### src/rtl/ppl_raymarch.sv
// Fixed-step voxel ray-march stage.
// Takes one ray from the entry mux, looks up the 16x16x16 block map once per step,
// and either loops the advanced ray back through the entry mux or finishes it by
// writing one RGB565 pixel to the framebuffer.
//
// Ports:
//   clk_i, rst_ni           clock, synchronous active-low reset
//   scanner_stop_i          entry stage is presenting dummy rays
//   start_pos_*_i           ray position, unsigned Q4.12
//   ray_slope_*_i           ray direction, signed Q4.12
//   pixel_addr_i            target pixel of the ray
//   block_cnt_i             steps already taken
//   next_en_o               request a fresh ray from the entry stage
//   end_pos_*_o, ray_slope_out_*_o, pixel_addr_out_o, block_cnt_out_o
//                           loopback values for the entry mux
//   map_addr_o, map_rd_o    block-map read request; map_data_i valid one cycle later
//   pix_we_o, pix_addr_o, pix_data_o, pix_ready_i
//                           framebuffer write with valid/ready handshake
//   busy_o                  high unless idle waiting for a fresh ray
module ppl_raymarch #(
  parameter int unsigned   MaxSteps  = 31,
  parameter int unsigned   StepShift = 2,
  parameter logic [15:0]   SkyColor  = 16'h867D
) (
  input  logic        clk_i,
  input  logic        rst_ni,
  input  logic        scanner_stop_i,
  input  logic [15:0] start_pos_x_i,
  input  logic [15:0] start_pos_y_i,
  input  logic [15:0] start_pos_z_i,
  input  logic [15:0] ray_slope_x_i,
  input  logic [15:0] ray_slope_y_i,
  input  logic [15:0] ray_slope_z_i,
  input  logic [19:0] pixel_addr_i,
  input  logic [4:0]  block_cnt_i,
  output logic        next_en_o,
  output logic [15:0] end_pos_x_o,
  output logic [15:0] end_pos_y_o,
  output logic [15:0] end_pos_z_o,
  output logic [15:0] ray_slope_out_x_o,
  output logic [15:0] ray_slope_out_y_o,
  output logic [15:0] ray_slope_out_z_o,
  output logic [19:0] pixel_addr_out_o,
  output logic [4:0]  block_cnt_out_o,
  output logic [11:0] map_addr_o,
  output logic        map_rd_o,
  input  logic [7:0]  map_data_i,
  output logic        pix_we_o,
  output logic [19:0] pix_addr_o,
  output logic [15:0] pix_data_o,
  input  logic        pix_ready_i,
  output logic        busy_o
);

  localparam logic [4:0] MaxCnt = 5'(MaxSteps);

  typedef enum logic [2:0] {StLoad, StReq, StWait, StEval, StWrite} state_e;

  state_e state_q, state_d;

  // Latched ray; index 0/1/2 = x/y/z
  logic [2:0][15:0] pos_q, pos_d;
  logic [2:0][15:0] slope_q, slope_d;
  logic [19:0]      pixel_q, pixel_d;
  logic [4:0]       cnt_q, cnt_d;
  logic [7:0]       map_data_q, map_data_d;

  // Registered outputs
  logic             next_en_q, next_en_d;
  logic [2:0][15:0] end_pos_q, end_pos_d;
  logic [2:0][15:0] slope_out_q, slope_out_d;
  logic [19:0]      pixel_addr_out_q, pixel_addr_out_d;
  logic [4:0]       block_cnt_out_q, block_cnt_out_d;
  logic [11:0]      map_addr_q, map_addr_d;
  logic             map_rd_q, map_rd_d;
  logic             pix_we_q, pix_we_d;
  logic [19:0]      pix_addr_q, pix_addr_d;
  logic [15:0]      pix_data_q, pix_data_d;
  logic             busy_q, busy_d;

  // A fresh ray cannot be taken while the scanner only offers dummy rays
  logic load_hold;
  assign load_hold = next_en_q && scanner_stop_i;

  // Candidate next position per axis. Sum range is [-0x2000, 0x11FFE], so bit 16 set
  // means the ray left the world on either side.
  logic signed [15:0] step_s [3];
  logic [2:0][16:0]   npos;
  logic               oob;
  logic               hit;
  logic               finish;

  always_comb begin
    oob = 1'b0;
    for (int a = 0; a < 3; a++) begin
      step_s[a] = $signed(slope_q[a]) >>> StepShift;
      npos[a]   = {1'b0, pos_q[a]} + {step_s[a][15], step_s[a]};
      oob       = oob | npos[a][16];
    end
  end

  assign hit    = (map_data_q != 8'd0);
  assign finish = hit || oob || (cnt_q >= MaxCnt);

  // State register
  always_ff @(posedge clk_i) begin
    if (!rst_ni) begin
      state_q <= StLoad;
    end else begin
      state_q <= state_d;
    end
  end

  // Next-state logic
  always_comb begin
    state_d = state_q;
    unique case (state_q)
      StLoad:  if (!load_hold) state_d = StReq;
      StReq:   state_d = StWait;
      StWait:  state_d = StEval;
      StEval:  state_d = finish ? StWrite : StLoad;
      StWrite: if (pix_ready_i) state_d = StLoad;
      default: state_d = StLoad;
    endcase
  end

  // Output and datapath next-state logic
  always_comb begin
    pos_d            = pos_q;
    slope_d          = slope_q;
    pixel_d          = pixel_q;
    cnt_d            = cnt_q;
    map_data_d       = map_data_q;
    next_en_d        = next_en_q;
    end_pos_d        = end_pos_q;
    slope_out_d      = slope_out_q;
    pixel_addr_out_d = pixel_addr_out_q;
    block_cnt_out_d  = block_cnt_out_q;
    map_addr_d       = map_addr_q;
    map_rd_d         = 1'b0;
    pix_we_d         = pix_we_q;
    pix_addr_d       = pix_addr_q;
    pix_data_d       = pix_data_q;

    unique case (state_q)
      StLoad: begin
        if (!load_hold) begin
          pos_d      = {start_pos_z_i, start_pos_y_i, start_pos_x_i};
          slope_d    = {ray_slope_z_i, ray_slope_y_i, ray_slope_x_i};
          pixel_d    = pixel_addr_i;
          cnt_d      = block_cnt_i;
          next_en_d  = 1'b0;
          // Lookup is issued in StReq, so its address is registered here
          map_rd_d   = 1'b1;
          map_addr_d = {start_pos_z_i[15:12], start_pos_y_i[15:12], start_pos_x_i[15:12]};
        end
      end
      StReq: ;
      StWait: map_data_d = map_data_i;
      StEval: begin
        if (hit) begin
          pix_we_d   = 1'b1;
          pix_addr_d = pixel_q;
          pix_data_d = {map_data_q, 3'b000, 5'd31 - cnt_q};
        end else if (finish) begin
          pix_we_d   = 1'b1;
          pix_addr_d = pixel_q;
          pix_data_d = SkyColor;
        end else begin
          for (int a = 0; a < 3; a++) end_pos_d[a] = npos[a][15:0];
          slope_out_d      = slope_q;
          pixel_addr_out_d = pixel_q;
          block_cnt_out_d  = cnt_q + 5'd1;
        end
      end
      StWrite: begin
        if (pix_ready_i) begin
          pix_we_d  = 1'b0;
          next_en_d = 1'b1;
        end
      end
      default: ;
    endcase

    busy_d = !((state_d == StLoad) && next_en_d);
  end

  always_ff @(posedge clk_i) begin
    if (!rst_ni) begin
      pos_q            <= '0;
      slope_q          <= '0;
      pixel_q          <= '0;
      cnt_q            <= '0;
      map_data_q       <= '0;
      next_en_q        <= 1'b1;
      end_pos_q        <= '0;
      slope_out_q      <= '0;
      pixel_addr_out_q <= '0;
      block_cnt_out_q  <= '0;
      map_addr_q       <= '0;
      map_rd_q         <= 1'b0;
      pix_we_q         <= 1'b0;
      pix_addr_q       <= '0;
      pix_data_q       <= '0;
      busy_q           <= 1'b0;
    end else begin
      pos_q            <= pos_d;
      slope_q          <= slope_d;
      pixel_q          <= pixel_d;
      cnt_q            <= cnt_d;
      map_data_q       <= map_data_d;
      next_en_q        <= next_en_d;
      end_pos_q        <= end_pos_d;
      slope_out_q      <= slope_out_d;
      pixel_addr_out_q <= pixel_addr_out_d;
      block_cnt_out_q  <= block_cnt_out_d;
      map_addr_q       <= map_addr_d;
      map_rd_q         <= map_rd_d;
      pix_we_q         <= pix_we_d;
      pix_addr_q       <= pix_addr_d;
      pix_data_q       <= pix_data_d;
      busy_q           <= busy_d;
    end
  end

  assign next_en_o         = next_en_q;
  assign end_pos_x_o       = end_pos_q[0];
  assign end_pos_y_o       = end_pos_q[1];
  assign end_pos_z_o       = end_pos_q[2];
  assign ray_slope_out_x_o = slope_out_q[0];
  assign ray_slope_out_y_o = slope_out_q[1];
  assign ray_slope_out_z_o = slope_out_q[2];
  assign pixel_addr_out_o  = pixel_addr_out_q;
  assign block_cnt_out_o   = block_cnt_out_q;
  assign map_addr_o        = map_addr_q;
  assign map_rd_o          = map_rd_q;
  assign pix_we_o          = pix_we_q;
  assign pix_addr_o        = pix_addr_q;
  assign pix_data_o        = pix_data_q;
  assign busy_o            = busy_q;

endmodule

### config.mk
export PLATFORM = sky130hd
export DESIGN_NAME = ppl_raymarch
export DESIGN_NICKNAME = d
export VERILOG_FILES = /design/src/rtl/ppl_raymarch.sv
export SDC_FILE = /design/constraint.sdc
export NUM_CORES = 1
export LEC_CHECK = 0
export ABC_CLOCK_PERIOD_IN_PS = 5500
export CAP_MARGIN = 20
export CORE_MARGIN = 2
export CORE_UTILIZATION = 30
export CTS_CLUSTER_DIAMETER = 30
export CTS_CLUSTER_SIZE = 40
export DETAILED_ROUTE_END_ITERATION = 16
export SLEW_MARGIN = 20
export SYNTH_ARGS = -nofsm -noshare
export SYNTH_HDL_FRONTEND = slang
export SYNTH_SLANG_ARGS = --single-unit
### constraint.sdc
create_clock -name clk_i -period 5.5 [get_ports clk_i]
set_clock_uncertainty 0.1 [all_clocks]
set_input_delay 0.825 -clock clk_i [delete_from_list [all_inputs] [get_ports clk_i]]
set_output_delay 0.825 -clock clk_i [all_outputs]
set_load 0.03 [all_outputs]
Word-level counts from Yosys, hierarchy flattened
Index checks and enable logic that the tools add are counted.
{ "classes": {"add_sub_neg": 5, "magnitude_cmp": 1, "eq_ne": 6, "n_mux": 16, "n_bitwise": 5, "reduce_logical": 15} }
{ "op_table": {"columns": ["op", "n"], "rows": [
  ["$add 16x17->17", 3],
  ["$mux 20", 2],
  ["$mux 16", 2],
  ["$pmux 3 s5", 1],
  ["$mux 3", 3],
  ["$reduce_bool 8->1", 1],
  ["$eq 3x2->1 const B", 2],
  ["$logic_not 3->1", 2],
  ["$mux 1", 6],
  ["$reduce_and 2->1", 3],
  ["$reduce_and 3->1", 2],
  ["$add 5x1->5 const B", 1],
  ["$ge 5x5->1 const B", 1],
  ["$sub 5x5->5 const A", 1],
  ["$pmux 1 s2", 2],
  ["$reduce_bool 2->1", 2],
  ["$eq 3x1->1 const B", 1],
  ["$eq 3x3->1 const B", 1],
  ["$ne 3x3->1 const B", 1],
  ["$not 1->1", 3],
  ["$logic_and 1x1->1", 2],
  ["$logic_or 1x1->1", 2],
  ["$ne 2x2->1 const B", 1],
  ["$or 1x1->1", 2],
  ["$logic_not 1->1", 1]
]} }
{ "totals": {"regBits": 305, "elab_cells": 73} }

Depth between registers and ports, before layout
{ "depth": {"ltp_word": 10, "ltp_mapped": 13, "ltp_nobuf": 10} }

Worst setup path after synthesis
Ideal clock, no wire load.
{ "synth_timing": {"path_type": "register -> register", "startpoint": "reg pos_q[32] (netlist bit)", "endpoint": "reg pix_addr_q[10] (netlist: pix_addr_o[10])", "arrival_time_ps": 2781, "t_required_ps": 5328, "setup_slack_ps": 2548, "path_stages_with_launch": 12, "n_path_buf": 1, "period_less_slack_ps": 2952, "cell_sequence": "dfxtp_1 ha_1 fa_1 a211oi_1 o21ai_1 a211oi_1 o21ai_1 a21o_1 and3_1 a21oi_4 buf_4 mux2i_1"} }
{ "synth_via": {"elab_chain_cells": 6} }
{ "synth_lines": {"columns": ["item", "line_no", "source"], "rows": [
  ["from (decl)", "62", "logic [2:0][15:0] pos_q, pos_d;"],
  ["from (signal assigned)", "207", "pos_q <= pos_d;"],
  ["$add 16x17->17", "97", "npos[a] = {1'b0, pos_q[a]} + {step_s[a][15], step_s[a]};"],
  ["$or 1x1->1", "98", "oob = oob | npos[a][16];"],
  ["$logic_or 1x1->1 (2 in a row)", "103", "assign finish = hit || oob || (cnt_q >= MaxCnt);"],
  ["$reduce_bool 2->1 (no source line)", null, null],
  ["$reduce_and 2->1 (no source line)", null, null],
  ["to (signal assigned)", "220", "pix_addr_q <= pix_addr_d;"],
  ["to (decl)", "77", "logic [19:0] pix_addr_q, pix_addr_d;"]
]} }
No other way between the ends.
A chain may end at the register's enable or synchronous reset.

Worst setup path in the final report
{ "layout_timing": {"startpoint": "reg slope_q[47] (netlist bit)", "endpoint": "reg end_pos_q, in the netlist end_pos_y_o[4]"} }
{ "layout_via": {"elab_chain_cells": 6} }
{ "layout_lines": {"columns": ["item", "line_no", "source"], "rows": [
  ["from (decl)", "63", "logic [2:0][15:0] slope_q, slope_d;"],
  ["from (signal assigned)", "208", "slope_q <= slope_d;"],
  ["$add 16x17->17", "97", null],
  ["$or 1x1->1", "98", null],
  ["$logic_or 1x1->1 (2 in a row)", "103", null],
  ["$not 1->1 (no source line)", null, null],
  ["$reduce_and 3->1 (no source line)", null, null],
  ["to (signal assigned)", "213", "end_pos_q <= end_pos_d;"],
  ["to (decl)", "70", "logic [2:0][15:0] end_pos_q, end_pos_d;"]
]} }
No other way between the ends.

==> impl_metrics.yaml <==
layout:
  stdcell_count: 2517
  fin_nets: 2062
  nFillCells: 4194
  post-route-util: 0.4409
  drive_above_1_share: 0.1502
  final_area_mm2: 0.01908
  area_growth_pct: 44.70
yosys:
  yosysSeqAreaShare: 0.4418
  synth_nets: 1778
  synth.distinct_cells: 67
  synth-warning-count: 0
  synth_edf_count: 0
  avgSynthCellArea_um2: 8.282
  synth-seq-cells: 291
  synthCells: 1592
  syn_area_mm2: 0.01319
  yosys_most_used_dff: "dfxtp_1"
  ys_async_sr_fraction: 0
floorplanning:
  die_h_um: 213.6
  dieArea_mm2: 0.04564
  die_w_um: 213.6
  start_util: 0.3047
  io_pins: 306
  rows: 76
  coreArea_mm2: 0.04327
clocking:
  cts.repair.resized: 0
  htree_levels: 3
  clock-sinks: 291
  clk_latency_ns: 0.58
  clk_pin_slew_ns: 0.04
  cts_setup_buffers: 0
  clk_path_buf_depth: 3
  cts_tree: "done"
  cts_hold_buffers: 0
  root_buffer: "clkbuf_16"
  numCtsBuffers: 73
critical_path:
  crit_type: "reg2reg"
  cp.arrival_ns: 4.33
  reg2reg_to: "end_pos_y_o[4]"
  critPathLaunchType: "register"
  reg2reg_setup_slack_ns: 1.55
  required_ns: 5.88
  rr_startpoint: "slope_q[47]"
  end_kind: "register"
  cp_max_fo: 43
  r2r.worst_path.cells: 10
power_and_ir_drop:
  ir_drop_uv: 326.6
  p_leak_nw: 7.101
  p_per_area_mw_per_mm2: 484.1
grt:
  grt_pass1_wl_mm: 62.66
  grt_max_degree: 148
  grt_pass1_vias: 11760
  grtUsageTotal: 0.1726
  grt.overflow.total: 0
  antenna_found_initial: 3
min_path:
  hold_start: "pixel_addr_out_o[8]"
  hp-class: "reg2reg"
  min_to: "pixel_addr_out_o[8]"
  whs_path_depth: 2
sta:
  fin_setup_tns_ns: 0
  hold_violations: 0
  worst_slew_pin_slew_ns: 1.117
  slew_headroom: 0.2550
  fmax_mhz: 253.0
  maxSlewViolCount: 0
  rsz0062_at_grt: "false"
  setup_viol: 0
  fin_crit_sh: 0.7186
  layout_min_cycle_time_ns: 3.952
detailed_routing:
  dr.max_layer_used: "met5"
  via_per_inst: 4.720
  drt_iter0_drc: 578
  wl_per_cell_um: 15.96
  dr_wl_met3_mm: 2.698
  wl_mm: 40.16
  drc_errors: 0
  ant_nets: 0
  dr_total_vias: 11880
  route.met2.wl_mm: 18.65
  first_pass_iters: 5
  wl_met1_mm: 17.82
placed_design:
  hpwl_mm: 27.19
  io_buffers: 304
  place.gp.congestion: 0.8266
  post_dp_cell_area_mm2: 0.01650
  dp.cells: 2386
status:
  status: "finished clean"
job:
  cap_violations: 0
==> sequential cells by signal (all words and copies together), names as in the netlist, 8 cells and up <==
name               count
end_pos_z_o           16
pixel_addr_out_o      20
ray_slope_out_z_o     16
pix_data_o            14
end_pos_x_o           16
slope_q               48
ray_slope_out_y_o     16
end_pos_y_o           16
pix_addr_o            20
pos_q                 46
map_data_q             8
pixel_q               20
ray_slope_out_x_o     16
==> placed cells by master (no fill, tap or decap), drive strengths merged, types with 8 or more instances in the layout <==
master and n:
nand2 538, clkdlybuf4s50 303, dfxtp 291, a21oi 275
clkbuf 91, ha 50, nor2 47, mux2i 36
o21ai 28, xnor2 26, nand3 19, inv 19
nor3 17, a21o 16, o21a 15, buf 15
clkinv 15, bufinv 11, nand2b 10, nor2b 9
a211oi 8, or3 8
==> kinds of logic after synthesis <==
logic type,Yosys count,synth area share
flops,291,0.4418
simple gates,674,0.2211
other cells,1,0.0002844
buf+inv,122,0.05086
fa+ha+maj,53,0.05200
mux,38,0.02904
xor+xnor,33,0.02192
compound gates,380,0.1830
==> layout make-up <==
| class | instances | area, um2 | share of cell area |
|---|---|---|---|
| Inverter | 13 | 56.30 | 0.002951 |
| Clock inverter | 39 | 559.3 | 0.02932 |
| Antenna cell | 1 | 2.502 | 0.0001312 |
| Sequential cell | 291 | 5826 | 0.3054 |
| Tap cell | 585 | 732.0 | 0.03837 |
| Multi-Input combinational cell | 1179 | 6706 | 0.3515 |
| Timing Repair Buffer | 318 | 3181 | 0.1667 |
| Clock buffer | 91 | 2016 | 0.1057 |
==> report_power, final <==
| part | internal [mW] | total (mW) | switching [mW] |
|---|---|---|---|
| Sequential | 2.40 | 2.65 | 0.247 |
| Combinational | 0.811 | 2.15 | 1.34 |
| Clock | 3.11 | 4.43 | 1.32 |
==> layer usage <==
metal	GRT usage	vias to the layer above
met4	0.06897	2
met2	0.2775	293
li1	-	5923
met1	0.2186	5597
met5	0	-
met3	0.04833	66
==> synthesized netlist by cell type (4+ instances only) <==
cell	count	share of area
nand2_2	70	0.033
o211a_1	4	0.0030
o21ai_1	4	0.0015
nand2b_1	10	0.0047
mux2i_1	36	0.027
and3_1	4	0.0019
buf_12	7	0.011
buf_4	18	0.010
nor3_1	17	0.0065
nor2_1	47	0.013
nand3_1	19	0.0072
ha_1	50	0.047
inv_1	12	0.0034
o21ai_0	24	0.0091
clkbuf_1	66	0.019
a211oi_1	8	0.0046
buf_2	16	0.0061
dfxtp_1	291	0.44
nor4_1	4	0.0019
a21oi_1	206	0.078
a21oi_2	68	0.045
a21o_1	16	0.0091
or3_1	8	0.0038
nor2b_1	9	0.0043
xor2_1	7	0.0046
xnor2_1	26	0.017
a211o_1	5	0.0033
nand2_1	468	0.13
o21a_1	15	0.0085
==> worst max-delay path: stages (launching register included) <==
cell,delay (ns)
dfxtp_1,0.53
ha_1,0.40
o21ai_0,0.13
a21boi_1,0.10
o21ai_0,0.24
mux2_2,0.42
nor4_2,0.47
and4_4,0.83
buf_4,0.42
nand2_2,0.08
a21oi_2,0.13
==> worst max-delay path by stage <==
stage	start	to	slack, ns	depth (start not counted)
floorplan	pos_q[32]	pix_addr_o[10]	2.55	11
global placement	slope_q[47]	ray_slope_out_y_o[10]	1.56	10
detailed placement	slope_q[47]	end_pos_y_o[8]	1.48	10
CTS	slope_q[47]	end_pos_y_o[8]	1.47	10
global route	slope_q[47]	end_pos_z_o[9]	1.25	10
finish	slope_q[47]	end_pos_y_o[4]	1.55	10
==> stage by stage <==
stage	power (mW)	setup slack (ns)	hold WS, ns
after floorplan	4.187	2.548	0.3366
after global placement	4.821	1.561	0.3391
after detailed placement	4.851	1.476	0.3444
after CTS	9.349	1.466	0.3500
after global routing	9.727	1.251	0.3593
final	9.235	1.548	0.3484
Power figures use the tool's default switching activity.
==> patch 1: new RTL, config.mk and constraints unchanged <==
Encoding of `state_e`: now one-hot (5 bits for 5 states).
--- a/src/rtl/ppl_raymarch.sv
+++ b/src/rtl/ppl_raymarch.sv
@@ -54,7 +54,7 @@
 
   localparam logic [4:0] MaxCnt = 5'(MaxSteps);
 
-  typedef enum logic [2:0] {StLoad, StReq, StWait, StEval, StWrite} state_e;
+  typedef enum logic [4:0] {StLoad = 5'b00001, StReq = 5'b00010, StWait = 5'b00100, StEval = 5'b01000, StWrite = 5'b10000} state_e;
 
   state_e state_q, state_d;
 
Function: same outputs for any inputs over 4 cycles, from zero or initial values and one cycle with rst_ni low; so few cycles prove little.
==> patch 1 against the unedited design <==
  * Setup slack lost 0.16 ns
  * Total power shrank 16%
  * Synthesized cell count grew 1.4%
  * Sequential cell count grew 2
  * Synthesized area shrank 0.14%
  * Wire length grew 10%
  * Global-route usage grew 1.7 points
  * Largest power group unchanged
  * Cell area shrank 1.3%
==> patch 1: results (changes against the unedited design) <==
post-synthesis sequential element count=293 (+0.69%); Clock power frac=54.5% (+6.5 points); status=finished, final reports clean; clock latency on the worst-skew pair=0.56 ns (-0.02 ns); area of the multi-input gates=0.00650 mm2 (-3.0%); synthesized-area fraction occupied by xor and xnor cells=2.33% (+0.14 points); global-route wire length before repair=68400 um (+9.1%); combinational power=1.17 mW (-46%); worst supply voltage drop on vdd=0.240 mV (-26%); Avg WL per Cell=17.6 um (+11%); minimum setup slack among reg-to-reg paths=1.38 ns (-0.16 ns); aggregate global-route resource usage=19.0% (+1.7 points); instance count after placement with tap cells included=2376 (-0.42%); RR Startpoint=slope_q[34]; area post-placement=0.0163 mm2 (-0.98%); slew at the pin closest to its max-slew limit=1.12 ns (+0.00362 ns); Net Sw Power=2.22 mW (-24%); top area cells in the synthesized netlist=sky130_fd_sc_hd__dfxtp_1 (45%), sky130_fd_sc_hd__a21oi_1 (12%), sky130_fd_sc_hd__nand2_1 (7.6%); number of vias per cell=5.04 (+6.9%); Critical Path AT=4.49 ns (+0.16 ns); final net count=2052 (-0.48%); mean instance size in the synthesized netlist=8.15 um2 (-1.6%); arithmetic-cell share of the synthesized area counting full adders, half adders and majority gates=5.21% (+0.0074 points); placed wire-length estimate=29200 um (+7.2%); routability congestion estimate=0.845 (+2.2%); fin crit share=74.8% (+3.0 points)
[patch 1: changes by cell type in the layout (fill, tap and decap cells not counted), moves of 8 or more]
cell / change
sky130_fd_sc_hd__nand2_1: -201
sky130_fd_sc_hd__nand3_1: +123
sky130_fd_sc_hd__a21oi_1: +96
sky130_fd_sc_hd__o21ai_0: +75
sky130_fd_sc_hd__nand2_2: -70
sky130_fd_sc_hd__o21ai_1: +69
sky130_fd_sc_hd__a21oi_2: -68
sky130_fd_sc_hd__mux2i_1: -26
sky130_fd_sc_hd__a311oi_1: +8
[patch 1: logic make-up (layout without fill, tap and decap cells)]
kind of cell | Yosys count | count (layout)
AND/OR/NAND/NOR | 511 | 511
XOR/XNOR | 35 | 35
AO/OA/AOI/OAI | 558 | 558
other | 1 | 2
buffers and inverters | 154 | 462
multiplexers | 10 | 10
adder cells (fa/ha/maj) | 53 | 53
flip-flops | 293 | 293
[patch 1: area by class of cell]
cell class,instances,area share [%]
multi-input combinational,1168,34.5
sequential,293,31.2
timing repair buffer,319,17.1
clock buffer,88,10.6
tap,585,3.89
clock inverter,43,2.45
inverter,12,0.279
antenna,1,0.0133
[patch 1: per-stage QoR]
stage	hold WS (ns)	power, mW
2_1_floorplan	0.337	3.28
3_3_place_gp	0.345	3.56
3_5_place_dp	0.350	3.58
4_1_cts	0.357	7.85
5_1_grt	0.375	8.09
6_report	0.358	7.75
[patch 1: metal layers]
metal  up-vias  share of wire [%]  global-route usage, %
met2       418                 47                   30.9
met5         -                  0                      0
met3        78                7.1                   5.08
met4         0                2.6                   6.80
met1      5939                 43                   24.1
li1       6222                  -                      -
[patch 1: how the worst min path moves through the flow]
stage / start / endpoint / slack, ns
after global placement: slope_q[0] / slope_q[0] / 0.35
after CTS: slope_q[32] / slope_q[32] / 0.36
after detailed placement: slope_q[32] / slope_q[32] / 0.35
after global routing: pos_q[35] / pos_q[35] / 0.37
final: slope_q[32] / slope_q[32] / 0.36
after floorplan: slope_q[0] / slope_q[0] / 0.34
[patch 1: critical path: stages, from the launching register on]
cell	delay [ns]
sky130_fd_sc_hd__dfxtp_1	0.33
sky130_fd_sc_hd__ha_1	0.23
sky130_fd_sc_hd__fa_1	0.44
sky130_fd_sc_hd__a211oi_1	0.35
sky130_fd_sc_hd__o21ai_1	0.16
sky130_fd_sc_hd__nand4_1	0.16
sky130_fd_sc_hd__a211o_1	0.17
sky130_fd_sc_hd__a21oi_1	0.15
sky130_fd_sc_hd__o211ai_4	0.77
sky130_fd_sc_hd__buf_4	0.51
sky130_fd_sc_hd__buf_4	0.32
sky130_fd_sc_hd__o21ai_0	0.13
sky130_fd_sc_hd__a21oi_1	0.18
==> patch 2: new RTL, config.mk and constraints unchanged <==
Without the edit above. `MaxSteps`: 31 -> 15.
--- a/src/rtl/ppl_raymarch.sv
+++ b/src/rtl/ppl_raymarch.sv
@@ -18,7 +18,7 @@
 //                           framebuffer write with valid/ready handshake
 //   busy_o                  high unless idle waiting for a fresh ray
 module ppl_raymarch #(
-  parameter int unsigned   MaxSteps  = 31,
+  parameter int unsigned   MaxSteps  = 15,
   parameter int unsigned   StepShift = 2,
   parameter logic [15:0]   SkyColor  = 16'h867D
 ) (
Check against the original RTL: not equivalent (a bounded check fails within 10 cycles, from zero or initial values and one cycle with rst_ni low).
==> patch 2 against the unedited design <==
  * Setup slack got worse by 0.22 ns
  * Global-route usage increased by 2.0 points
  * Total power increased by 1.3%
  * Synthesized area decreased by 0.41%
  * Cell area decreased by 0.28%
  * Critical path type unchanged
  * Wire length increased by 11%
  * Sequential cell count unchanged
  * Combinational power increased by 7%
==> patch 2: results (changes against the unedited design) <==
top area cells in the synthesized netlist=sky130_fd_sc_hd__dfxtp_1 (44%), sky130_fd_sc_hd__a21oi_1 (11%), sky130_fd_sc_hd__nand2_1 (9.3%); hold wc startpoint=slope_q[32]; total of warnings raised by yosys=0 (unchanged); worst supply voltage drop on vdd=0.277 mV (-15%); global-route wire length before repair=68600 um (+9.5%); cell with the largest stage delay on the worst path=sky130_fd_sc_hd__a2111o_2; number of antenna violations at the first check in global routing=1 (-2); minimum setup slack among reg-to-reg paths=1.33 ns (-0.22 ns); startpoint of the worst setup timing path=slope_q[34]; Antenna Cells=0 (-1); register clock-pin slew on the reported worst setup and hold paths=0.04 ns (about the same); routability congestion estimate=0.846 (+2.4%); instance count after placement with tap cells included=2389 (+0.13%); library cells used by synthesis=65 (-3.0%); maximum number of pins on one net before global-route repair=161 (+8.8%); CTS max path bufs=3 (unchanged); leakage=7.06 nW (-0.64%); Max-Slew Margin vs Limit=28.0% (+2.5 points); placed wire-length estimate=29800 um (+9.5%); routed wire length=44500 um (+11%); mean instance size in the synthesized netlist=8.10 um2 (-2.2%); Main synth FF type=sky130_fd_sc_hd__dfxtp_1; Clock Tree Root=sky130_fd_sc_hd__clkbuf_16; Via Count=12600 (+6.1%); hold slack=0.355 ns (+0.00694 ns); grt met2 use=30.5% (+2.8 points); number of vias per cell=4.99 (+5.8%); Critical Path Fanout Max=57 (+33%); post-synthesis sequential area ratio=44.4% (+0.18 points); worst flop-to-flop path endpoint=end_pos_z_o[7]; Critical Path AT=4.56 ns (+0.23 ns); met3 routing resource usage after global routing=6.02% (+1.2 points); aggregate global-route resource usage=19.3% (+2.0 points); cell family with most CP delay=compound AO/OA/AOI/OAI gates; status=finished, final reports clean; clock buffers created by TritonCTS=73 (unchanged); number of global-route vias before repair=12400 (+5.2%); clock latency on the worst-skew pair=0.58 ns (about the same); share of total power in sequential cells=28.6% (about the same); Iter 0 DRT Violations=728 (+26%); Worst Hold Endpoint=slope_q[32]; Slowest Stage Delay on Critical Path=0.88 ns (+0.05 ns); net count after synthesis=1807 (+1.6%); commonest cells in the netlist=sky130_fd_sc_hd__nand2_1 (324), sky130_fd_sc_hd__dfxtp_1 (291), sky130_fd_sc_hd__a21oi_1 (276); cell-internal power=6.25 mW (-1.1%); final net count=2065 (+0.15%); met1 demand-to-capacity share in global routing=24.7% (+2.9 points); remaining routing DRC violations=0 (unchanged); Clock power frac=47.0% (-1.0 points); share of cells above drive strength 1=8.41% (-6.6 points)
==> patch 2: cell count changes after synthesis, moves of 7 or more <==
cell and delta:
sky130_fd_sc_hd__nand2_1 -144, sky130_fd_sc_hd__nand3_1 +104, sky130_fd_sc_hd__o21ai_0 +94, sky130_fd_sc_hd__a21oi_1 +70
sky130_fd_sc_hd__nand2_2 -70, sky130_fd_sc_hd__a21oi_2 -67, sky130_fd_sc_hd__clkbuf_1 +34, sky130_fd_sc_hd__buf_2 -13
sky130_fd_sc_hd__nor2_1 -13, sky130_fd_sc_hd__o21ai_1 +13, sky130_fd_sc_hd__buf_1 +9, sky130_fd_sc_hd__xor2_1 +9
sky130_fd_sc_hd__buf_12 -7, sky130_fd_sc_hd__o21a_1 -7
==> patch 2: metrics by stage <==
stage	setup WS, ns	instance area, um2	power [mW]	util, %
after floorplan	2.33	13100	4.23	-
after global placement	1.46	16500	4.96	38.1
after detailed placement	1.34	16500	5.00	38.1
after CTS	1.32	19000	9.45	44.1
after global routing	0.968	19000	9.84	44.1
final	1.33	19000	9.35	44.1
==> patch 2: logic make-up (layout without fill, tap and decap cells) <==
logic type      Yosys count  in the layout  synth area share (%)
fa+ha+maj                53             53                  5.22
mux                      37             37                  2.82
buf+inv                 150            467                  5.09
other cells               1              1                0.0286
compound gates          508            508                  21.9
xor+xnor                 40             40                  2.67
simple gates            541            541                  17.9
flops                   291            291                  44.4
==> patch 2: area by class of cell <==
type	instances	area (um2)
fillers	4266	24100
multi-input cells	1180	6680
flip-flops and latches	291	5830
repair buffers	320	3170
clock buffers	90	2010
well taps	585	732
clock inverters	44	552
inverters	13	56.3
==> patch 2: metal layers <==
layer  up-vias  part of all wire, %
li1       6214                    -
met1      5914                   45
met2       402                   45
met3        68                  7.9
met4         2                  2.1
met5         -                0.027
